===== config.mk =====
export PLATFORM = sky130hd
export DESIGN_NAME = pc_fetch_stage_flat
export DESIGN_NICKNAME = d
export VERILOG_FILES = /design/src/rtl/pc_fetch_stage_if.sv /design/src/rtl/pc_fetch_stage.sv /design/src/flat_wrapper.sv
export SDC_FILE = /design/constraint.sdc
export NUM_CORES = 1
export LEC_CHECK = 0
export BUFFER_PORTS_ARGS = -buffer_cell sky130_fd_sc_hd__buf_2
export CAP_MARGIN = 20
export CORE_MARGIN = 2
export CORE_UTILIZATION = 48
export CTS_CLUSTER_DIAMETER = 200
export DETAILED_ROUTE_END_ITERATION = 16
export PLACE_DENSITY = 0.74
export RECOVER_POWER = 25
export SYNTH_ARGS = -nofsm -noshare
export SYNTH_HDL_FRONTEND = slang
export SYNTH_SLANG_ARGS = --single-unit

===== constraint.sdc =====
create_clock -name clk -period 1.75 [get_ports clk]
set_input_delay 0.35 -clock clk [delete_from_list [all_inputs] [get_ports clk]]
set_output_delay 0.35 -clock clk [all_outputs]
set_load 0.01 [all_outputs]

===== src/rtl/pc_fetch_stage_if.sv =====
// Fetch-stage bus: PC / PC+4 adder loop, imem handshake, hazard controls and IF/ID outputs.
// The fetch stage takes the master side; the surrounding pipeline (adder, imem, hazard unit,
// branch resolution, decode) connects to the slave side.
interface pc_fetch_stage_if;
    // PC loop with the external PC+4 adder
    logic [31:0] pc_out;
    logic [31:0] pc_plus4_in;

    // Single-outstanding instruction memory handshake
    logic        imem_req;
    logic        imem_ready;
    logic [31:0] imem_rdata;

    // Hazard unit and downstream branch/jump resolution
    logic        stall;
    logic        redirect_valid;
    logic [31:0] redirect_pc;

    // IF/ID pipeline register contents
    logic        ifid_valid;
    logic [31:0] ifid_pc;
    logic [31:0] ifid_pc_plus4;
    logic [31:0] ifid_instr;

    // Misaligned redirect indication (only active when alignment checking is built in)
    logic        misalign_err;

    modport master (
        output pc_out,
        input  pc_plus4_in,
        output imem_req,
        input  imem_ready,
        input  imem_rdata,
        input  stall,
        input  redirect_valid,
        input  redirect_pc,
        output ifid_valid,
        output ifid_pc,
        output ifid_pc_plus4,
        output ifid_instr,
        output misalign_err
    );

    modport slave (
        input  pc_out,
        output pc_plus4_in,
        input  imem_req,
        output imem_ready,
        output imem_rdata,
        output stall,
        output redirect_valid,
        output redirect_pc,
        input  ifid_valid,
        input  ifid_pc,
        input  ifid_pc_plus4,
        input  ifid_instr,
        input  misalign_err
    );
endinterface


===== src/rtl/pc_fetch_stage.sv =====
// PC register, single-outstanding imem fetch control and IF/ID register (optional FETCH_ALIGN_CHK_EN).
// Latency: zero-wait fetch lands in IF/ID on the transfer edge; 1 instr/cycle sustained.
// Backpressure: stall parks a completed fetch in a one-entry skid (HELD, no request) until release.
module pc_fetch_stage #(
    parameter logic [31:0] RESET_PC = 32'h0000_0000
) (
    input  logic              clk,
    input  logic              rst_n,
    pc_fetch_stage_if.master  bus
);

    typedef enum logic [1:0] {
        S_BOOT  = 2'd0,
        S_FETCH = 2'd1,
        S_HELD  = 2'd2
    } state_t;

    typedef struct packed {
        logic [31:0] pc;
        logic [31:0] pc_plus4;
        logic [31:0] instr;
    } fetch_ent_t;

    state_t      state_q;
    logic [31:0] pc_q;
    logic        imem_req_q;
    logic        ifid_valid_q;
    fetch_ent_t  ifid_q;
    // Skid holds the one fetch that completed under stall; it is occupied exactly while in HELD.
    fetch_ent_t  skid_q;
    logic        misalign_q;

    logic        xfer;
    logic [31:0] redir_tgt;
    logic        redir_misaligned;
    fetch_ent_t  fetched;

    // Transfer qualification, the word just returned, and the redirect target after optional alignment
    always_comb begin
        xfer             = imem_req_q & bus.imem_ready;
        fetched.pc       = pc_q;
        fetched.pc_plus4 = bus.pc_plus4_in;
        fetched.instr    = bus.imem_rdata;
`ifdef FETCH_ALIGN_CHK_EN
        redir_misaligned = (bus.redirect_pc[1:0] != 2'b00);
        redir_tgt        = {bus.redirect_pc[31:2], 2'b00};
`else
        redir_misaligned = 1'b0;
        redir_tgt        = bus.redirect_pc;
`endif
    end

    // Fetch FSM: reset, then redirect, then per-state sequencing; all outputs registered
    always_ff @(posedge clk) begin
        if (!rst_n) begin
            state_q      <= S_BOOT;
            pc_q         <= RESET_PC;
            imem_req_q   <= 1'b0;
            ifid_valid_q <= 1'b0;
            ifid_q       <= '0;
            skid_q       <= '0;
            misalign_q   <= 1'b0;
        end else if (bus.redirect_valid) begin
            // Flush: the IF/ID entry, any parked skid entry and any same-cycle return are all wrong-path
            state_q      <= S_FETCH;
            pc_q         <= redir_tgt;
            imem_req_q   <= 1'b1;
            ifid_valid_q <= 1'b0;
            skid_q       <= '0;
            misalign_q   <= redir_misaligned;
        end else begin
            misalign_q <= 1'b0;
            case (state_q)
                S_BOOT: begin
                    state_q    <= S_FETCH;
                    imem_req_q <= 1'b1;
                end

                S_FETCH: begin
                    if (xfer && !bus.stall) begin
                        ifid_valid_q <= 1'b1;
                        ifid_q       <= fetched;
                        pc_q         <= bus.pc_plus4_in;
                    end else if (xfer) begin
                        // Decode is stalled: park the word and stop requesting until release
                        skid_q     <= fetched;
                        state_q    <= S_HELD;
                        imem_req_q <= 1'b0;
                    end else if (!bus.stall) begin
                        // Nothing arrived and decode consumed IF/ID: insert a bubble
                        ifid_valid_q <= 1'b0;
                    end
                end

                S_HELD: begin
                    if (!bus.stall) begin
                        ifid_valid_q <= 1'b1;
                        ifid_q       <= skid_q;
                        pc_q         <= skid_q.pc_plus4;
                        state_q      <= S_FETCH;
                        imem_req_q   <= 1'b1;
                    end
                end

                default: begin
                    state_q    <= S_BOOT;
                    imem_req_q <= 1'b0;
                end
            endcase
        end
    end

    assign bus.pc_out        = pc_q;
    assign bus.imem_req      = imem_req_q;
    assign bus.ifid_valid    = ifid_valid_q;
    assign bus.ifid_pc       = ifid_q.pc;
    assign bus.ifid_pc_plus4 = ifid_q.pc_plus4;
    assign bus.ifid_instr    = ifid_q.instr;

`ifdef FETCH_ALIGN_CHK_EN
    assign bus.misalign_err  = misalign_q;
`else
    // Without alignment checking the flag never fires; the register is kept at zero
    logic misalign_unused;
    assign misalign_unused   = misalign_q;
    assign bus.misalign_err  = 1'b0;
`endif

endmodule

===== src/flat_wrapper.sv =====
// flat-port wrapper written by rule: the top's interface ports become plain ports
module pc_fetch_stage_flat 
#(
    parameter logic [31:0] RESET_PC = 32'h0000_0000
)
  (clk, rst_n, bus_pc_out, bus_pc_plus4_in, bus_imem_req, bus_imem_ready, bus_imem_rdata, bus_stall, bus_redirect_valid, bus_redirect_pc, bus_ifid_valid, bus_ifid_pc, bus_ifid_pc_plus4, bus_ifid_instr, bus_misalign_err);
  pc_fetch_stage_if bus_i ();
  input  logic clk;
  input  logic rst_n;
  output wire logic [$bits(bus_i.pc_out)-1:0] bus_pc_out;
  input wire logic [$bits(bus_i.pc_plus4_in)-1:0] bus_pc_plus4_in;
  output wire logic [$bits(bus_i.imem_req)-1:0] bus_imem_req;
  input wire logic [$bits(bus_i.imem_ready)-1:0] bus_imem_ready;
  input wire logic [$bits(bus_i.imem_rdata)-1:0] bus_imem_rdata;
  input wire logic [$bits(bus_i.stall)-1:0] bus_stall;
  input wire logic [$bits(bus_i.redirect_valid)-1:0] bus_redirect_valid;
  input wire logic [$bits(bus_i.redirect_pc)-1:0] bus_redirect_pc;
  output wire logic [$bits(bus_i.ifid_valid)-1:0] bus_ifid_valid;
  output wire logic [$bits(bus_i.ifid_pc)-1:0] bus_ifid_pc;
  output wire logic [$bits(bus_i.ifid_pc_plus4)-1:0] bus_ifid_pc_plus4;
  output wire logic [$bits(bus_i.ifid_instr)-1:0] bus_ifid_instr;
  output wire logic [$bits(bus_i.misalign_err)-1:0] bus_misalign_err;
  assign bus_pc_out = bus_i.pc_out;
  assign bus_i.pc_plus4_in = bus_pc_plus4_in;
  assign bus_imem_req = bus_i.imem_req;
  assign bus_i.imem_ready = bus_imem_ready;
  assign bus_i.imem_rdata = bus_imem_rdata;
  assign bus_i.stall = bus_stall;
  assign bus_i.redirect_valid = bus_redirect_valid;
  assign bus_i.redirect_pc = bus_redirect_pc;
  assign bus_ifid_valid = bus_i.ifid_valid;
  assign bus_ifid_pc = bus_i.ifid_pc;
  assign bus_ifid_pc_plus4 = bus_i.ifid_pc_plus4;
  assign bus_ifid_instr = bus_i.ifid_instr;
  assign bus_misalign_err = bus_i.misalign_err;
  pc_fetch_stage #(.RESET_PC(RESET_PC)) u_core (.clk(clk), .rst_n(rst_n), .bus(bus_i));
endmodule

==> impl_metrics.yaml <==
timing:
  worst_slack_ns: 0.0764
  tightest_slew_ns: 0.708
  relSlewSlack_pct: 52.8
  setup_violations: 0
  drv_slew: 0
  fin_tns_setup_ns: 0
  rsz0062_at_grt: "yes"
  clock_skew_ns: 0.0127
  period_share_pct: 95.6
  timing_hold_violations_final: 0
  fmax_mhz: 598
  layout_min_cycle_time_ns: 1.67
clocking:
  path_clk_slew_ns: 0.06
  htreeDepth: 1
  post-cts-setup-buffers: 0
  cts.path.max_buffers: 3
  cts_tree: "yes"
  clock-sinks: 228
  clockRootBuffer: "clkbuf_16"
  numCtsBuffers: 25
  insertion_delay_ns: 0.52
synth:
  ys_types: 32
  syn_inst: 1127
  synthTopCellsByCount: "228 x dfxtp_1, 195 x a21oi_1, 193 x o21ai_0, 104 x clkbuf_1, 99 x inv_1"
  syn-num-nets: 1228
  synth_area_um2: 9680
  avgSynthCellArea_um2: 8.59
  yosysMostFrequentCell: "dfxtp_1"
  ys_warn_count: 0
  synthTopCellsByArea: "dfxtp_1 47%, a21oi_1 10%, o21ai_0 10%"
  synth_top_area_share_pct: 47.2
  ys_ff_latch: 228
  yosys_most_used_dff: "dfxtp_1"
  seq_area_frac_synth_pct: 47.2
  synth_edf_count: 0
  synth_async_sr_flop_share_pct: 0
  synth_top_area_cell: "dfxtp_1"
floorplanning:
  core_area_um2: 19700
  row_count: 51
  dieArea_um2: 21300
  fp.dieW_um: 146
  start_util_pct: 49.2
  die_h_um: 146
  ios: 232
setup_path:
  reg2regPathDepth: 5
  critical_path_class: "reg -> reg"
  reg2reg_from: "u_core.state_q[1]"
  cp_max_fo: 40
  crit_path_start_kind: "flop"
  r2r_slack_ns: 0.08
  cp_cell_sequence: "nand4b_1 > buf_4 > buf_12 > o21ai_0 > a221oi_1"
  crit_required_ns: 2.16
  critPathSlowestCell: "dfxtp_1"
  setup.worst_path.end_class: "flop"
  slowest_delay_ns: 0.41
  timing.rr.end: "u_core.bus.ifid_pc_plus4[23]"
  arrival_ns: 2.08
route:
  initialDrtViolationCount: 702
  drc: 0
  viasPerCell: 6.02
  vias: 9452
  drt-pass1-iter-count: 5
  routedWlPerCell_um: 18.3
  ant_nets: 0
  drt_wl_total_um: 28800
finish:
  fillers: 1817
  drive_gt1_share_pct: 19.8
  area_growth_pct: 22.8
  final_nets: 1389
  final_cells: 1570
placement:
  dp_hpwl_um: 17300
  place_ws_ns: 0.0123
  gp_congestion: 0.802
  port_buffers: 230
  dp_cells: 1526
global_route:
  grt_first_pass_wirelength_um: 46300
  grt_overflow: 0
  first_global_vias: 8981
  grt_max_degree: 107
  antenna_found_initial: 1
  grt_usage_pct: 25.8
flow_run:
  drv_cap: 0
worst_hold_path:
  worstHoldStart: "bus_pc_plus4_in[3]"
  holdPathStages: 3
  whs_endpoint: "u_core.skid_q[35]"
  hp-class: "in -> reg"
power_and_ir_drop:
  powerDensity_nw_per_um2: 979
  ir_worst_vdd_mv: 0.740
  power_leakage_nw: 4.36
  power.total_mw: 11.6
outcome:
  status: "finished, final reports clean"
## cell type report
cell class	count	area [um^2]	share of cell area, %
diodes	1	2.50	0.0211
clock buffers	38	744	6.26
clock inverters	5	50.0	0.421
inverters	100	378	3.18
multi-input cells	668	4240	35.7
flip-flops and latches	228	4560	38.4
well taps	265	332	2.79
repair buffers	265	1570	13.2
## cell families after synthesis
group / after synthesis / synth area share (%)
AO/OA/AOI/OAI: 522 / 34.0
buffers and inverters: 231 / 9.58
flip-flops: 228 / 47.2
multiplexers: 31 / 3.21
other: 1 / 0.0387
AND/OR/NAND/NOR: 114 / 6.05
## critical path, delay by kind of cell (launching register included)
family / cells / cell delay, ns
AND/OR/NAND/NOR: 1 / 0.25
AO/OA/AOI/OAI: 2 / 0.47
flip-flops: 1 / 0.41
buffers and inverters: 2 / 0.41
## flip-flops by register name (all words and copies together) (netlist names)
name and flops:
u_core.skid_q 96, u_core.bus.ifid_valid 1, u_core.bus.imem_req 1, u_core.state_q 2, u_core.bus.ifid_pc_plus4 32, u_core.bus.pc_out 32
u_core.bus.ifid_pc 32, u_core.bus.ifid_instr 32
## stage by stage
step / hold slack (ns) / utilization (%) / area (um^2)
final: 0.0945 / 60.5 / 11900
after global routing: 0.0952 / 60.5 / 11900
after CTS: 0.0831 / 60.7 / 11900
after detailed placement: 0.458 / 56.7 / 11100
after global placement: 0.455 / 56.7 / 11100
after floorplan: 0.451 / - / 9680
## metal layers
layer	global-route usage [%]	up-vias	routed length, um
li1	-	4453	-
met1	33.8	4553	12100
met2	43.9	394	14000
met3	3.79	52	1970
met4	8.01	0	753
met5	0	-	0
## repair_timing
item | in CTS | in global routing
endpoints found under the setup margin | 0 | 31
hold buffers | 0 | 0
resized for setup | 0 | 10
## report_power, final
group          leakage (nW)  total [mW]  internal, mW  switching (mW)
Clock                 0.395        5.12          3.05            2.07
Sequential             1.85        5.41          5.31           0.104
Combinational          2.12        1.10         0.411           0.689
Total                  4.36        11.6          8.77            2.86
## layout by cell type (no fill, tap or decap), drive strengths merged, types with 2 or more instances in the layout
master    n
nor2      2
a221oi  126
clkbuf  122
clkinv    4
inv     100
buf     181
o21ai   193
nor2b     3
nor3      4
dfxtp   228
nand2b    2
a211oi    2
a21oi   195
mux2i    31
nand3    97
## how the worst max path moves through the flow
stage / startpoint / to / slack, ns / cells after the start
3_5_place_dp: bus_redirect_valid / u_core.bus.ifid_pc_plus4[14] / 0.01 / 5
2_1_floorplan: bus_stall / u_core.bus.pc_out[21] / 0.05 / 8
5_1_grt: u_core.state_q[1] / u_core.bus.ifid_pc_plus4[23] / -0.03 / 5
4_1_cts: u_core.state_q[1] / u_core.bus.ifid_instr[24] / 0.03 / 5
6_report: u_core.state_q[1] / u_core.bus.ifid_pc_plus4[23] / 0.08 / 5
3_3_place_gp: bus_imem_ready / u_core.bus.ifid_instr[24] / 0.02 / 6
Power figures use the tool's default switching activity.
